**config.mk**
```make
export PLATFORM = sky130hd
export DESIGN_NAME = matrix_vertex_transform
export DESIGN_NICKNAME = d
export VERILOG_FILES = /design/src/rtl/matrix_vertex_transform.sv
export SDC_FILE = /design/constraint.sdc
export NUM_CORES = 2
export LEC_CHECK = 0
export ABC_CLOCK_PERIOD_IN_PS = 12700
export CORE_AREA = 3 3 284 286
export DETAILED_ROUTE_END_ITERATION = 8
export DIE_AREA = 0 0 287 289
export GPL_TIMING_DRIVEN = 0
export PLACE_DENSITY = 0.86
export SETUP_SLACK_MARGIN = 0.02
export SYNTH_ARGS = -nofsm -noshare
export SYNTH_HDL_FRONTEND = slang
export SYNTH_SLANG_ARGS = --single-unit
```
**constraint.sdc**
```tcl
create_clock -name Clk -period 12.7 [get_ports Clk]
set_input_delay 3.175 -clock Clk [delete_from_list [all_inputs] [get_ports Clk]]
set_output_delay 3.175 -clock Clk [all_outputs]
set_load 0.005 [all_outputs]
```
**src/rtl/matrix_vertex_transform.sv**
```systemverilog
// Applies the 4x4 signed Q8.8 model matrix to a stream of (x, y, z, 1.0)
// vertices, one matrix row per cycle, with valid/ready on both sides.
module matrix_vertex_transform #(
    parameter int          FRAC_BITS = 8,
    parameter logic [15:0] W_ONE     = 16'h0100
) (
    input  logic              Clk,
    input  logic              Reset_n,
    input  logic [15:0][15:0] model_matrix,
    input  logic              load_matrix,
    output logic              matrix_loaded,
    input  logic              in_valid,
    output logic              in_ready,
    input  logic [15:0]       in_x,
    input  logic [15:0]       in_y,
    input  logic [15:0]       in_z,
    output logic              out_valid,
    input  logic              out_ready,
    output logic [15:0]       out_x,
    output logic [15:0]       out_y,
    output logic [15:0]       out_z,
    output logic [15:0]       out_w,
    output logic              out_overflow
);

    typedef enum logic [1:0] {IDLE, CALC, DONE} state_t;

    state_t            state;
    logic [1:0]        row;
    logic [15:0][15:0] mat;
    logic [3:0][15:0]  vtx;
    logic              pending;
    logic              sticky;

    logic signed [31:0] prod [4];
    logic signed [33:0] acc;
    logic signed [33:0] shifted;
    logic [15:0]        res;
    logic               sat;

    // Loads are only taken in IDLE and take priority over a waiting vertex,
    // so the handshake and the load strobe are both decoded from state here.
    assign in_ready      = (state == IDLE) && !load_matrix && !pending;
    assign matrix_loaded = (state == IDLE) && (load_matrix || pending);

    // One row of the matrix-vector product: four multiplies, sum, scale, saturate.
    always_comb begin
        acc     = '0;
        shifted = '0;
        res     = '0;
        sat     = 1'b0;
        for (int c = 0; c < 4; c++) begin
            prod[c] = $signed(mat[{row, c[1:0]}]) * $signed(vtx[c]);
        end
        acc     = 34'(prod[0]) + 34'(prod[1]) + 34'(prod[2]) + 34'(prod[3]);
        shifted = acc >>> FRAC_BITS;
        if (shifted > 34'sd32767) begin
            res = 16'h7FFF;
            sat = 1'b1;
        end else if (shifted < -34'sd32768) begin
            res = 16'h8000;
            sat = 1'b1;
        end else begin
            res = shifted[15:0];
        end
    end

    // Control FSM, matrix register, deferred-load flag and registered outputs.
    always_ff @(posedge Clk or negedge Reset_n) begin
        if (!Reset_n) begin
            state        <= IDLE;
            row          <= 2'd0;
            for (int i = 0; i < 16; i++) begin
                mat[i] <= (i % 5 == 0) ? 16'h0100 : 16'h0000;
            end
            vtx          <= '0;
            pending      <= 1'b0;
            sticky       <= 1'b0;
            out_x        <= '0;
            out_y        <= '0;
            out_z        <= '0;
            out_w        <= '0;
            out_valid    <= 1'b0;
            out_overflow <= 1'b0;
        end else begin
            case (state)
                IDLE: begin
                    if (load_matrix || pending) begin
                        mat     <= model_matrix;
                        pending <= 1'b0;
                    end else if (in_valid) begin
                        vtx    <= {W_ONE, in_z, in_y, in_x};
                        row    <= 2'd0;
                        sticky <= 1'b0;
                        state  <= CALC;
                    end
                end
                CALC: begin
                    if (load_matrix) begin
                        pending <= 1'b1;
                    end
                    case (row)
                        2'd0:    out_x <= res;
                        2'd1:    out_y <= res;
                        2'd2:    out_z <= res;
                        default: out_w <= res;
                    endcase
                    sticky <= sticky | sat;
                    row    <= row + 2'd1;
                    if (row == 2'd3) begin
                        out_valid    <= 1'b1;
                        out_overflow <= sticky | sat;
                        state        <= DONE;
                    end
                end
                DONE: begin
                    if (load_matrix) begin
                        pending <= 1'b1;
                    end
                    if (out_ready) begin
                        out_valid <= 1'b0;
                        state     <= IDLE;
                    end
                end
                default: state <= IDLE;
            endcase
        end
    end

endmodule
```
==> impl_metrics.py <==
metrics = {
    "logic_synthesis": {
        "synth_edf_count": 0,
        "synth_area_um2": 47000,
        "async_flop_share_pct": 100,
        "yosysTopAreaCell": "fa_1",
        "yosysWarningCount": 0,
        "ys_seq_elements": 377,
        "syn_nets": 6389,
        "synth_top_area_share_pct": 40.3,
        "synth_area_leaders": "fa_1 (40%), dfrtp_1 (20%), nand2_1 (10%)",
        "ys_seq_area_share_pct": 20.1,
        "ys.flop_type": "dfrtp_1",
        "synth_cells": 4936,
        "synthDistinctLibCells": 71,
        "synth_area_per_cell_um2": 9.52,
    },
    "grt": {
        "antenna_found_initial": 6,
        "grt_max_degree": 118,
        "grt_pass1_wl_um": 220000,
        "grt_overflow": 0,
        "track_usage_pct": 35.4,
        "grt_pass1_vias": 39000,
    },
    "cells_and_area": {
        "fin_area_um2": 53600,
        "area_delta_synth_final_pct": 14.1,
        "drive_gt1_share_pct": 3.16,
        "final_nets": 6811,
        "utilization_pct": 68.2,
    },
    "setup_path": {
        "timing.rr.start": "row[0]",
        "critPathCaptureType": "register",
        "worst_path_most_repeated_cell": "fa_1",
        "critPathBufInv": 10,
        "crit_type": "register to register",
        "max_stage_delay_ps": 740,
        "startpoint": "row[0]",
        "crit_path_max_fanout": 14,
        "cp.required_ps": 13180,
        "crit_family": "adder cells",
        "cpMaxStageDelayCell": "mux4_2",
        "rrSetupSlack_ps": 420,
        "arrival_ps": 12760,
        "startpoint_type": "register",
    },
    "sta": {
        "worst_slack_ps": 420,
        "rsz0062_at_grt": "no",
        "worst_pin_slew_ps": 1250,
        "finalCriticalPeriod_ps": 12280,
        "fin_crit_sh_pct": 96.7,
        "slew_headroom_pct": 16.4,
        "final_hold_viol_count": 0,
        "hold-worst-slack_ps": 466,
        "setup_violations": 0,
        "drv_slew": 0,
        "finClkSkew_ps": 28.6,
        "fmax_ghz": 0.0814,
    },
    "floorplan": {
        "die_height_um": 289,
        "coreArea_um2": 78600,
        "die_w_um": 287,
        "rows": 103,
        "io_pins": 377,
        "start_util_pct": 59.8,
        "die_area_um2": 82900,
    },
    "clock_tree": {
        "clk_latency_ps": 610,
        "clkSinkCount": 377,
        "cts_root_buf": "clkbuf_16",
        "clk_path_buf_depth": 3,
        "clkTransAtPathRegs_ps": 60,
        "htreeDepth": 2,
        "cts_made_buffers": 41,
        "cts_tree": "yes",
        "post_cts_buffers": 0,
    },
    "outcome": {
        "status": "finished, final reports clean",
    },
    "flow_run": {
        "max_cap_viol_count": 0,
    },
    "placement": {
        "io_buffers": 376,
        "dpl-instance-area_um2": 52200,
        "hpwl_um": 120000,
        "place_ws_ps": -693,
        "gp_congestion": 0.976,
    },
    "worst_hold_path": {
        "min_path_type": "register to register",
        "hold_path.startpoint": "mat[8]",
    },
    "drt": {
        "viasPerCell": 5.66,
        "ant_nets": 0,
        "firstDrtPassIters": 7,
        "drt-initial-drc-count": 3660,
        "wl_per_cell_um": 22.0,
        "finalWirelength_um": 142000,
        "drc": 0,
        "vias": 36500,
    },
}
-- worst paths after layout --
| check | cells after the start | endpoint |
|---|---|---|
| max | 32 | out_z[0] |
| min | 2 | mat[8] |
| max reg2reg | 32 | out_z[0] |
| min reg2reg | 2 | mat[8] |
| max in group asynchronous | 2 | vtx[29] |
| min in group asynchronous | 1 | mat[72] |
-- worst min-delay path: cells and delay by family (launching register included) --
family        cells  cell delay, ps
flops             1             370
simple gates      2             100
-- final cells by class --
class                           count  area, µm²
Clock inverter                     15        245
Multi-Input combinational cell   3329      32900
Timing Repair Buffer              379       3850
Tap cell                         1050       1310
Clock buffer                       58       1190
Sequential cell                   377       9440
Inverter                         1027       3850
Antenna cell                        4       10.0
Fill cell                        5682      25000
Buffer                            203        797
-- layout by cell type (no fill, tap or decap), types with 5 or more instances in the layout --
cell	synthesis	routed
nor3_1	15	15
inv_1	1026	1026
and3_1	9	9
and4_1	5	5
clkbuf_8	0	10
clkbuf_1	176	178
o21ai_0	25	25
nor2_4	5	5
dfrtp_1	373	373
fa_1	947	947
ha_1	197	197
o21ai_1	29	29
xnor2_1	29	29
nand2_1	1301	1301
mux4_2	64	64
xor2_1	9	9
nor2b_1	17	17
nand2b_1	29	29
buf_1	22	17
o211ai_1	8	8
and2_1	423	423
nand4_1	10	10
o21a_1	5	5
a31oi_1	6	6
nand3_1	8	8
clkdlybuf4s50_1	0	375
a21oi_1	55	55
clkbuf_16	0	41
clkbuf_2	0	8
a211oi_1	5	5
a21o_1	7	7
nor2_1	63	63
-- registers in the layout, indices dropped and copies added (netlist names) --
name,flops
out_z,16
sticky,1
out_y,16
pending,1
vtx,49
mat,256
out_valid,1
row,2
state,2
out_x,16
out_w,16
out_overflow,1
-- metrics by stage --
step / instances / TNS (ps)
after floorplan: 4936 / 0
after global placement: 6362 / -2987530
after detailed placement: 6365 / -10470
after CTS: 6438 / 0
after global routing: 6438 / 0
final: 6442 / 0
-- synth_stat cells (6+ instances only) --
cell type  instances
dfrtp_1          373
and2_1           423
a21o_1             7
a21oi_1           55
o21ai_0           25
nand2b_1          29
o211ai_1           8
nand3_1            8
mux4_2            64
buf_1             22
xor2_1             9
clkbuf_1         176
nor2_1            63
nand2_1         1301
nor3_1            15
and3_1             9
nand4_1           10
fa_1             947
ha_1             197
xnor2_1           29
nor2b_1           17
o21ai_1           29
inv_1           1026
a31oi_1            6
-- per-layer routing --
metal,vias to the layer above,GRT usage (%),wire (µm),part of all wire [%]
met2,2277,56.7,66400,47
met5,-,0,0,0
met4,0,23.8,12300,8.7
met3,595,7.74,15100,11
met1,18400,43.5,47900,34
li1,15300,-,-,-
-- cells by family (layout without fill, tap and decap cells) --
logic type      after synthesis  in the layout  share of synthesized area (%)
buf+inv                    1230           1682                           9.86
other cells                   0              4                              0
xor+xnor                     38             38                          0.708
flops                       377            377                           20.1
mux                          66             66                           3.11
simple gates               1907           1907                           18.3
compound gates              174            174                           2.33
fa+ha+maj                  1144           1144                           45.6
-- timing repair --
item | CTS | global route
hold buffers | 0 | 0
resized for setup | 4 | 21
setup endpoints to repair | 62 | 62
Power is not shown: default switching activity piles up to over one toggle a cycle in this logic, so the estimate is an artifact.
